--- config.mk ---
export PLATFORM = sky130hd
export DESIGN_NAME = ac_sched_flat
export DESIGN_NICKNAME = d
export VERILOG_FILES = /design/src/rtl/ac_sched_if.sv /design/src/rtl/ac_sched.sv /design/src/flat_wrapper.sv
export SDC_FILE = /design/constraint.sdc
export NUM_CORES = 1
export LEC_CHECK = 0
export CORE_MARGIN = 2
export CORE_UTILIZATION = 45
export DETAILED_ROUTE_END_ITERATION = 12
export PLACE_DENSITY = 0.83
export RECOVER_POWER = 50
export SLEW_MARGIN = 0
export SYNTH_ARGS = -nofsm -noshare
export SYNTH_HDL_FRONTEND = slang
export SYNTH_SLANG_ARGS = --single-unit
--- constraint.sdc ---
create_clock -name clk -period 1.7 [get_ports clk]
set_input_delay 0.34 -clock clk [delete_from_list [all_inputs] [get_ports clk]]
set_output_delay 0.34 -clock clk [all_outputs]
set_load 0.02 [all_outputs]
--- src/rtl/ac_sched_if.sv ---
// ============================================================================
// Module      : ac_sched_if
// Description : Sample input and actuator output bundle for the AC scheduler.
// Revision    : 1.0 - initial release
// ============================================================================
`default_nettype none

interface ac_sched_if #(
   parameter int TW = 5
);
   logic          enable;
   logic          temp_valid;
   logic [TW-1:0] temperature;
   logic          heating;
   logic          cooling;
   logic          lockout;
   logic [1:0]    state;

   modport master (
      output enable, temp_valid, temperature,
      input  heating, cooling, lockout, state
   );

   modport slave (
      input  enable, temp_valid, temperature,
      output heating, cooling, lockout, state
   );
endinterface

`default_nettype wire

--- src/rtl/ac_sched.sv ---
// ============================================================================
// Module      : ac_sched
// Description : Hysteresis heat/cool sequencer with minimum on-time and lockout.
// Revision    : 1.0 - initial release
// ============================================================================
`default_nettype none

module ac_sched #(
   parameter int TW       = 5,
   parameter int HEAT_ON  = 18,
   parameter int HEAT_OFF = 20,
   parameter int COOL_ON  = 22,
   parameter int COOL_OFF = 20,
   parameter int MIN_ON   = 4,
   parameter int MIN_OFF  = 4
) (
   input  logic       clk,
   input  logic       rst_n,
   ac_sched_if.slave  bus
);

   typedef enum logic [1:0] {
      ST_IDLE = 2'b00,
      ST_HEAT = 2'b01,
      ST_COOL = 2'b10,
      ST_LOCK = 2'b11
   } state_t;

   localparam logic [TW-1:0] C_HEAT_ON  = TW'(HEAT_ON);
   localparam logic [TW-1:0] C_HEAT_OFF = TW'(HEAT_OFF);
   localparam logic [TW-1:0] C_COOL_ON  = TW'(COOL_ON);
   localparam logic [TW-1:0] C_COOL_OFF = TW'(COOL_OFF);
   localparam logic [7:0]    C_ON_LOAD  = 8'(MIN_ON - 1);
   localparam logic [7:0]    C_OFF_LOAD = 8'(MIN_OFF - 1);

   state_t     state_q, state_d;
   logic [7:0] cnt_q, cnt_d;
   logic       heating_q, cooling_q, lockout_q;

   logic w_cnt_zero;
   logic w_start;
   assign w_cnt_zero = (cnt_q == 8'd0);
   assign w_start    = bus.enable & bus.temp_valid;

   // One shared counter times both the run minimum and the lockout interval.
   always_comb begin
      state_d = state_q;
      cnt_d   = w_cnt_zero ? cnt_q : cnt_q - 8'd1;
      case (state_q)
         ST_IDLE: begin
            if (w_start && (bus.temperature <= C_HEAT_ON)) begin
               state_d = ST_HEAT;
               cnt_d   = C_ON_LOAD;
            end else if (w_start && (bus.temperature >= C_COOL_ON)) begin
               state_d = ST_COOL;
               cnt_d   = C_ON_LOAD;
            end
         end
         ST_HEAT: begin
            if (w_cnt_zero && ((bus.temp_valid && (bus.temperature >= C_HEAT_OFF)) ||
                               !bus.enable)) begin
               state_d = ST_LOCK;
               cnt_d   = C_OFF_LOAD;
            end
         end
         ST_COOL: begin
            if (w_cnt_zero && ((bus.temp_valid && (bus.temperature <= C_COOL_OFF)) ||
                               !bus.enable)) begin
               state_d = ST_LOCK;
               cnt_d   = C_OFF_LOAD;
            end
         end
         ST_LOCK: begin
            if (w_cnt_zero) begin
               state_d = ST_IDLE;
            end
         end
         default: begin
            state_d = ST_IDLE;
            cnt_d   = 8'd0;
         end
      endcase
   end

   always_ff @(posedge clk or negedge rst_n) begin
      if (!rst_n) begin
         state_q   <= ST_IDLE;
         cnt_q     <= 8'd0;
         heating_q <= 1'b0;
         cooling_q <= 1'b0;
         lockout_q <= 1'b0;
      end else begin
         state_q   <= state_d;
         cnt_q     <= cnt_d;
         heating_q <= (state_d == ST_HEAT);
         cooling_q <= (state_d == ST_COOL);
         lockout_q <= (state_d == ST_LOCK);
      end
   end

   assign bus.heating = heating_q;
   assign bus.cooling = cooling_q;
   assign bus.lockout = lockout_q;
   assign bus.state   = state_q;

endmodule

`default_nettype wire

--- src/flat_wrapper.sv ---
// flat-port wrapper written by rule: the top's interface ports become plain ports
module ac_sched_flat 
#(
   parameter int TW       = 5,
   parameter int HEAT_ON  = 18,
   parameter int HEAT_OFF = 20,
   parameter int COOL_ON  = 22,
   parameter int COOL_OFF = 20,
   parameter int MIN_ON   = 4,
   parameter int MIN_OFF  = 4
)
  (clk, rst_n, bus_enable, bus_temp_valid, bus_temperature, bus_heating, bus_cooling, bus_lockout, bus_state);
  ac_sched_if #(.TW(TW)) bus_i ();
  input  logic clk;
  input  logic rst_n;
  input wire logic [$bits(bus_i.enable)-1:0] bus_enable;
  input wire logic [$bits(bus_i.temp_valid)-1:0] bus_temp_valid;
  input wire logic [$bits(bus_i.temperature)-1:0] bus_temperature;
  output wire logic [$bits(bus_i.heating)-1:0] bus_heating;
  output wire logic [$bits(bus_i.cooling)-1:0] bus_cooling;
  output wire logic [$bits(bus_i.lockout)-1:0] bus_lockout;
  output wire logic [$bits(bus_i.state)-1:0] bus_state;
  assign bus_i.enable = bus_enable;
  assign bus_i.temp_valid = bus_temp_valid;
  assign bus_i.temperature = bus_temperature;
  assign bus_heating = bus_i.heating;
  assign bus_cooling = bus_i.cooling;
  assign bus_lockout = bus_i.lockout;
  assign bus_state = bus_i.state;
  ac_sched #(.TW(TW), .HEAT_ON(HEAT_ON), .HEAT_OFF(HEAT_OFF), .COOL_ON(COOL_ON), .COOL_OFF(COOL_OFF), .MIN_ON(MIN_ON), .MIN_OFF(MIN_OFF)) u_core (.clk(clk), .rst_n(rst_n), .bus(bus_i));
endmodule
==> results_tabular.tex, run 1 <==
\begin{tabular}{lr}
\hline
Metric & Value \\
\hline
\multicolumn{2}{l}{\textbf{Status}} \\
Result of the run & finished with violations \\
Violations in the final reports & setup timing \\
\multicolumn{2}{l}{\textbf{Timing}} \\
Hold Violations, Final & 0 \\
Post-route fraction of the period consumed by the critical path & 107\% \\
Minimum clock period & 1.82 ns \\
Setup repair after global routing missed its margin & yes \\
Slack of the critical path & -0.117 ns \\
Worst-Margin Slew & around 0.6 ns \\
Final max-slew violation count & 0 \\
Final count of negative-setup-slack endpoints & 7 \\
Slew Limit Headroom & 59.6\% \\
Setup skew after layout & 0.00387 ns \\
Highest Clock Rate & 550 MHz \\
\multicolumn{2}{l}{\textbf{Layout}} \\
Layout net count & 129 \\
Antenna diode count & 0 \\
Commonest cells after routing, fill and taps aside & 25 x sky130\_fd\_sc\_hd\_\_buf\_4, 12 x sky130\_fd\_sc\_hd\_\_dfrtp\_1, 10 x sky130\_fd\_sc\_hd\_\_clkdlybuf4s50\_1 \\
Fraction of layout cells with a size suffix above 1 & 42.4\% \\
Area occupied by registers & around 330 um\^{}2 \\
Signed area change from the synthesized netlist to the final layout & 61.5\% \\
Fill cell count & 94 \\
Final Util & 80.0\% \\
Final standard cell area without fillers & 1230 um\^{}2 \\
Most common library cell in the layout ignoring fill and taps & sky130\_fd\_sc\_hd\_\_buf\_4 \\
Area used by multi-input combinational logic & slightly above 500 um\^{}2 \\
\multicolumn{2}{l}{\textbf{Clock network}} \\
Number of H-tree branching levels & 1 \\
Clock root buffer & sky130\_fd\_sc\_hd\_\_clkbuf\_4 \\
Clk pin slew, worst setup/hold paths & $\sim$0.080 ns \\
Cts bufs inserted & 3 \\
Clock sink count & 13 \\
TritonCTS clock tree & done \\
Maximum buffer depth of the clock tree & 2 \\
Clock insertion delay at the later pin of the skew report & 0.28 ns \\
\multicolumn{2}{l}{\textbf{Critical path}} \\
Required time of the critical path & 1.92 ns \\
Maximum fanout encountered on the critical timing path & 3 \\
Startpoint-to-endpoint class of the critical path & flip-flop to flip-flop \\
Nature of the critical path startpoint & flip-flop \\
Startpoint of the worst-slack reg-to-reg timing path & u\_core.cnt\_q[1]\$\_DFF\_PN0\_ \\
Worst R2R Setup Slack & -0.12 ns \\
Capturing element type of the critical path & flip-flop \\
Terminus of the critical flop-to-flop path & u\_core.cnt\_q[6]\$\_DFF\_PN0\_ \\
Crit path arrival time & 2.04 ns \\
Critical Path Start & u\_core.cnt\_q[1]\$\_DFF\_PN0\_ \\
Worst Reg-to-Reg Cells & 5 \\
\multicolumn{2}{l}{\textbf{Floorplanning}} \\
Die Width & between 40 and 50 um \\
Number of standard-cell rows in the floorplan & 14 \\
Starting Density & 49.5\% \\
Area of the die & between 2000 and 2500 um\^{}2 \\
CORE AREA & roughly 1500 um\^{}2 \\
Number of top-level pins & 14 \\
Die Y & 45.2 um \\
\multicolumn{2}{l}{\textbf{Synth}} \\
Sequential share of the synthesized area & 42.6\% \\
Netlist cell types & 33 \\
Synthesized net count & 85 \\
Post-synthesis instance total & 75 \\
Avg Synthesized Cell Area & 10.2 um\^{}2 \\
Share of Yosys cell area claimed by the top area cell type & 42.6\% \\
Synthesized area & between 700 and 800 um\^{}2 \\
Dominant cell type by area after synthesis & sky130\_fd\_sc\_hd\_\_dfrtp\_1 \\
FF+latch count, synth & 13 \\
Synthesis Warnings & 0 \\
Top cells by area in the synthesized netlist & sky130\_fd\_sc\_hd\_\_dfrtp\_1 43\%, sky130\_fd\_sc\_hd\_\_a2111oi\_4 3.6\%, sky130\_fd\_sc\_hd\_\_a211oi\_1 3.0\%, sky130\_fd\_sc\_hd\_\_nand2\_1 3.0\%, sky130\_fd\_sc\_hd\_\_nand3\_1 2.6\% \\
\multicolumn{2}{l}{\textbf{Detailed routing}} \\
Via density per instance & around 5.9 \\
Overall routed net length & 2220 um \\
Number of nets with antenna violations after routing & 0 \\
Total via count in the routed design & 791 \\
Drt wl/cell & 16.6 um \\
Number of DRC markers after the initial detailed-route iteration & 14 \\
Iteration count of the initial detailed-routing pass & 4 \\
Remaining routing DRC violations & 0 \\
\multicolumn{2}{l}{\textbf{Pwr}} \\
Reported leakage power & 0.532 nW \\
Power per Cell Area & 1530 nW/um\^{}2 \\
VDD IR max & between 0.9 and 1 mV \\
Total Power & between 1.5 and 2 mW \\
\multicolumn{2}{l}{\textbf{Place}} \\
Final GP Congestion & between 0.8 and 0.9 \\
Placed cell area & 1070 um\^{}2 \\
Count of buffers inserted at the top-level ports & 13 \\
Half-perimeter wire length after placement & 1470 um \\
\multicolumn{2}{l}{\textbf{Global route}} \\
Via count of the first global-routing pass & 794 \\
Total global routing overflow & 0 \\
GRT Overall Usage & 23.8\% \\
Antenna violations before repair & 0 \\
Pin count of the biggest net entering global routing & 14 \\
Wire length of the first global-routing pass & 3450 um \\
\multicolumn{2}{l}{\textbf{Flow run}} \\
Total of max-cap violations & 0 \\
\multicolumn{2}{l}{\textbf{Worst hold path}} \\
Hold Path Class & primary input to async pin \\
\hline
\end{tabular}
## kinds of logic (layout without fill, tap and decap cells)
group	count (synthesis)	count (layout)	synth area share [%]
simple gates	36	36	29.5
mux	1	1	1.31
buf+inv	4	47	1.97
xor+xnor	2	2	2.30
compound gates	18	18	20.7
fa+ha+maj	1	1	1.64
flops	13	13	42.6
## registers in the layout, indices dropped and copies added, names as in the netlist
name                flops
u_core.cnt_q            8
u_core.bus.heating      1
u_core.bus.cooling      1
u_core.bus.state        2
u_core.bus.lockout      1
## Yosys cell counts
master / count
sky130_fd_sc_hd__and3b_1: 1
sky130_fd_sc_hd__nor4_1: 1
sky130_fd_sc_hd__and2_1: 2
sky130_fd_sc_hd__o211ai_1: 1
sky130_fd_sc_hd__nor3b_1: 1
sky130_fd_sc_hd__a211oi_2: 1
sky130_fd_sc_hd__o2bb2ai_1: 1
sky130_fd_sc_hd__nor2_1: 5
sky130_fd_sc_hd__nor4bb_1: 2
sky130_fd_sc_hd__o22a_1: 1
sky130_fd_sc_hd__dfrtp_1: 13
sky130_fd_sc_hd__a2111oi_2: 1
sky130_fd_sc_hd__ha_1: 1
sky130_fd_sc_hd__o21ai_0: 3
sky130_fd_sc_hd__inv_1: 4
sky130_fd_sc_hd__nand2b_1: 1
sky130_fd_sc_hd__nor4b_2: 1
sky130_fd_sc_hd__a2111oi_4: 1
sky130_fd_sc_hd__or4b_4: 1
sky130_fd_sc_hd__or4_1: 1
sky130_fd_sc_hd__xnor2_1: 2
sky130_fd_sc_hd__a211o_1: 2
sky130_fd_sc_hd__nand3b_1: 1
sky130_fd_sc_hd__nand2_1: 6
sky130_fd_sc_hd__a211oi_1: 3
sky130_fd_sc_hd__nand3_1: 4
sky130_fd_sc_hd__o31ai_1: 1
sky130_fd_sc_hd__nor2b_1: 2
sky130_fd_sc_hd__a21oi_1: 3
sky130_fd_sc_hd__or4b_1: 2
sky130_fd_sc_hd__nor3_1: 4
sky130_fd_sc_hd__or3_1: 1
sky130_fd_sc_hd__mux2i_1: 1
## worst max-delay path by stage
stage	endpoint
after detailed placement	u_core.cnt_q[1]$_DFF_PN0_
after floorplan	u_core.cnt_q[6]$_DFF_PN0_
final	u_core.cnt_q[6]$_DFF_PN0_
after global placement	u_core.cnt_q[1]$_DFF_PN0_
after global routing	u_core.cnt_q[6]$_DFF_PN0_
after CTS	u_core.cnt_q[6]$_DFF_PN0_
## worst max-delay path: stages (launching register included)
cell and delay (ns):
sky130_fd_sc_hd__dfrtp_1 0.41, sky130_fd_sc_hd__inv_2 0.09, sky130_fd_sc_hd__ha_4 0.13, sky130_fd_sc_hd__or4b_4 0.49
sky130_fd_sc_hd__or4b_4 0.50, sky130_fd_sc_hd__a21oi_2 0.14
## repair_timing
| item | CTS | global route |
|---|---|---|
| resized for setup | 11 | 10 |
| setup endpoints to repair | 9 | 12 |
| buffers inserted | 4 | 1 |
| hold buffers | 0 | 0 |
| cloned | 0 | 0 |
| pin swaps | 7 | 5 |
## routing by layer
layer / global-route usage, % / routed length [um] / part of all wire (%) / up-vias
met5: 0 / 0 / 0 / -
met4: 14.1 / 46 / 2.1 / 0
met3: 5.20 / 84 / 3.8 / 4
met2: 40.9 / 1180 / 53 / 22
met1: 26.9 / 913 / 41 / 387
li1: - / - / - / 378
## area by class of cell
cell class	instances	share of cell area, %
clock buffers	4	2.13
inverters	4	1.22
multi-input cells	58	41.7
flip-flops and latches	13	26.5
well taps	16	1.62
repair buffers	39	26.8
## power by group
part	internal (mW)	switching, mW	leakage (nW)
Clock	0.0912	0.106	0.0150
Sequential	0.436	0.103	0.157
Combinational	0.620	0.533	0.361
Total	1.15	0.742	0.532
## metrics by stage
step | TNS (ns) | hold WS, ns | instances | setup slack [ns]
2_1_floorplan | -0.128 | 0.0444 | 75 | -0.0888
3_3_place_gp | -1.73 | 0.601 | 125 | -0.198
3_5_place_dp | -2.40 | 0.612 | 125 | -0.239
4_1_cts | -0.286 | 0.445 | 133 | -0.119
5_1_grt | -0.795 | 0.548 | 134 | -0.137
6_report | -0.329 | 0.498 | 134 | -0.117
Power figures use the tool's default switching activity.
==> run 2, diff against run 1 <==
--- a/config.mk
+++ b/config.mk
@@ -8,7 +8,7 @@
 export CORE_MARGIN = 2
 export CORE_UTILIZATION = 45
 export DETAILED_ROUTE_END_ITERATION = 12
-export PLACE_DENSITY = 0.83
+export PLACE_DENSITY = 0.8
 export RECOVER_POWER = 50
 export SLEW_MARGIN = 0
 export SYNTH_ARGS = -nofsm -noshare
==> results_tabular.tex, run 2 (same netlist as run 1, synthesis figures left out) <==
\begin{tabular}{lr}
\hline
Metric & Value \\
\hline
\multicolumn{2}{l}{\textbf{Layout}} \\
Non-filler instance count after layout & 130 (-3.0\%) \\
Biggest register & u\_core.cnt\_q \\
Layout net count & 125 (-3.1\%) \\
Fill cell count & 107 (+14\%) \\
Max reg flops & 8 (unchanged) \\
Signed area change from the synthesized netlist to the final layout & 53.9\% \\
Most common library cell in the layout ignoring fill and taps & sky130\_fd\_sc\_hd\_\_buf\_4 \\
Fraction of layout cells with a size suffix above 1 & 39.5\% (-2.9 points) \\
Commonest cells after routing, fill and taps aside & 22 x sky130\_fd\_sc\_hd\_\_buf\_4, 12 x sky130\_fd\_sc\_hd\_\_dfrtp\_1, 11 x sky130\_fd\_sc\_hd\_\_clkdlybuf4s50\_1 \\
Final standard cell area without fillers & 1170 um\^{}2 (-4.7\%) \\
Antenna diode count & 0 (unchanged) \\
Final Util & 76.2\% (-3.7 points) \\
\multicolumn{2}{l}{\textbf{Floorplanning}} \\
Die Y & 45.2 um (unchanged) \\
Die Width & 45.2 um (unchanged) \\
CORE AREA & 1540 um\^{}2 (unchanged) \\
Area of the die & 2040 um\^{}2 (unchanged) \\
Number of standard-cell rows in the floorplan & 14 (unchanged) \\
Starting Density & 49.5\% (unchanged) \\
Number of top-level pins & 14 (unchanged) \\
\multicolumn{2}{l}{\textbf{Clock network}} \\
Clock root buffer & sky130\_fd\_sc\_hd\_\_clkbuf\_4 \\
Clock insertion delay at the later pin of the skew report & 0.27 ns (about the same) \\
Cts bufs inserted & 3 (unchanged) \\
Number of H-tree branching levels & 1 (unchanged) \\
Quantity of hold-fixing buffers added after cts & 0 (unchanged) \\
Maximum buffer depth of the clock tree & 2 (unchanged) \\
Clock sink count & 13 (unchanged) \\
Buffers inserted by post-CTS timing repair & 0 (-4) \\
TritonCTS clock tree & done \\
Clk pin slew, worst setup/hold paths & 0.08 ns (about the same) \\
\multicolumn{2}{l}{\textbf{Place}} \\
Half-perimeter wire length after placement & 1510 um (+2.7\%) \\
Count of buffers inserted at the top-level ports & 13 (unchanged) \\
Number of placed instances, taps included & 126 (+0.80\%) \\
Final GP Congestion & 0.872 (+3.8\%) \\
Placed cell area & 1080 um\^{}2 (+0.70\%) \\
Pre-CTS WS & -0.295 ns (-0.0565 ns) \\
\multicolumn{2}{l}{\textbf{Pwr}} \\
Power per Cell Area & 1460 nW/um\^{}2 (-4.5\%) \\
VDD IR max & 1.03 mV (+4.5\%) \\
Reported leakage power & 0.492 nW (-7.6\%) \\
\multicolumn{2}{l}{\textbf{Timing}} \\
Final max-slew violation count & 0 (unchanged) \\
Post-route fraction of the period consumed by the critical path & 107\% (-0.21 points) \\
Setup repair after global routing missed its margin & yes \\
Aggregate negative setup slack & -0.338 ns (-0.00915 ns) \\
Slack of the critical path & -0.114 ns (+0.00358 ns) \\
Minimum clock period & 1.81 ns (-0.00358 ns) \\
Highest Clock Rate & 551 MHz (+0.20\%) \\
Hold Violations, Final & 0 (unchanged) \\
Slew Limit Headroom & 60.3\% (+0.74 points) \\
Setup skew after layout & 0.00142 ns (-0.00245 ns) \\
Worst-Margin Slew & 0.593 ns (-0.0111 ns) \\
Final count of negative-setup-slack endpoints & 6 (-1) \\
\multicolumn{2}{l}{\textbf{Detailed routing}} \\
Drt wl/cell & 15.2 um (-8.2\%) \\
Number of nets with antenna violations after routing & 0 (unchanged) \\
Iteration count of the initial detailed-routing pass & 3 (-1) \\
Via density per instance & 5.69 (-3.6\%) \\
Remaining routing DRC violations & 0 (unchanged) \\
Total via count in the routed design & 740 (-6.4\%) \\
Overall routed net length & 1980 um (-11\%) \\
Number of DRC markers after the initial detailed-route iteration & 9 (-5) \\
\multicolumn{2}{l}{\textbf{Global route}} \\
Via count of the first global-routing pass & 762 (-4.0\%) \\
Pin count of the biggest net entering global routing & 14 (unchanged) \\
Antenna violations before repair & 0 (unchanged) \\
Total global routing overflow & 0 (unchanged) \\
GRT Overall Usage & 22.8\% (-1.0 points) \\
Wire length of the first global-routing pass & 3330 um (-3.4\%) \\
\multicolumn{2}{l}{\textbf{Critical path}} \\
Worst Reg-to-Reg Cells & 6 (+1) \\
Worst R2R Setup Slack & -0.11 ns (about the same) \\
Crit path arrival time & 1.98 ns (-0.06 ns) \\
Startpoint-to-endpoint class of the critical path & flip-flop to flip-flop \\
Nature of the critical path startpoint & flip-flop \\
Maximum cell stage delay along the critical path & 0.49 ns (about the same) \\
Critical Path Start & u\_core.cnt\_q[1]\$\_DFF\_PN0\_ \\
Terminus of the critical flop-to-flop path & u\_core.bus.heating\$\_DFF\_PN0\_ \\
Worst setup path endpoint & u\_core.bus.heating\$\_DFF\_PN0\_ \\
Critical path cell sequence & inv\_2, ha\_4, or4b\_4, a2111oi\_4, a211oi\_2, and2\_1 \\
Startpoint of the worst-slack reg-to-reg timing path & u\_core.cnt\_q[1]\$\_DFF\_PN0\_ \\
Maximum fanout encountered on the critical timing path & 4 (+1) \\
Worst-path cell with the longest stage delay & sky130\_fd\_sc\_hd\_\_or4b\_4 \\
Capturing element type of the critical path & flip-flop \\
Required time of the critical path & 1.86 ns (-0.06 ns) \\
\multicolumn{2}{l}{\textbf{Status}} \\
Result of the run & finished with violations \\
Violations in the final reports & setup timing \\
\multicolumn{2}{l}{\textbf{Flow run}} \\
Total of max-cap violations & 0 (unchanged) \\
\multicolumn{2}{l}{\textbf{Worst hold path}} \\
Hold Path Class & primary input to async pin \\
\hline
\end{tabular}
-- run 2: what timing repair did --
item,4_1_cts,5_1_grt
resized for setup,7,9
gates cloned,0,0
setup endpoints to repair,9,10
pin swaps,1,3
-- run 2: stage by stage --
step,hold slack [ns],power (mW)
2_1_floorplan,0.0444,0.964
3_3_place_gp,0.612,1.37
3_5_place_dp,0.626,1.41
4_1_cts,0.442,1.67
5_1_grt,0.559,1.84
6_report,0.504,1.72
-- run 2: critical path, delay by kind of cell, from the launching register on --
kind	cells	cell delay, ns
AND/OR/NAND/NOR	2	0.66
flip-flops	1	0.41
AO/OA/AOI/OAI	2	0.41
adder cells (fa/ha/maj)	1	0.13
buffers and inverters	1	0.09
-- run 2: worst min-delay path by stage --
stage | start | end | slack, ns
after detailed placement | u_core.cnt_q[7]$_DFF_PN0_ | u_core.cnt_q[7]$_DFF_PN0_ | 0.63
after CTS | rst_n | u_core.cnt_q[4]$_DFF_PN0_ | 0.44
after floorplan | rst_n | u_core.bus.cooling$_DFF_PN0_ | 0.04
after global placement | u_core.cnt_q[7]$_DFF_PN0_ | u_core.cnt_q[7]$_DFF_PN0_ | 0.61
final | rst_n | u_core.cnt_q[4]$_DFF_PN0_ | 0.50
after global routing | rst_n | u_core.cnt_q[7]$_DFF_PN0_ | 0.56
-- run 2: final cells by class --
class / instances / area [um^2] / area share [%]
inverters: 4 / 15.0 / 1.28
clock buffers: 4 / 26.3 / 2.24
flip-flops and latches: 13 / 327 / 27.8
multi-input cells: 58 / 493 / 42.0
repair buffers: 35 / 294 / 25.0
well taps: 16 / 20.0 / 1.70
-- run 2: power breakdown --
part / switching [mW] / internal [mW] / leakage [nW]
Combinational: 0.471 / 0.528 / 0.320
Sequential: 0.0963 / 0.436 / 0.157
Clock: 0.0983 / 0.0910 / 0.0150
-- run 2: layer usage --
layer / vias to the layer above / GRT usage, % / wire length [um]
li1: 368 / - / -
met1: 348 / 28.2 / 828
met2: 16 / 36.9 / 1000
met3: 8 / 4.80 / 80
met4: 0 / 12.4 / 65
met5: - / 0 / 0
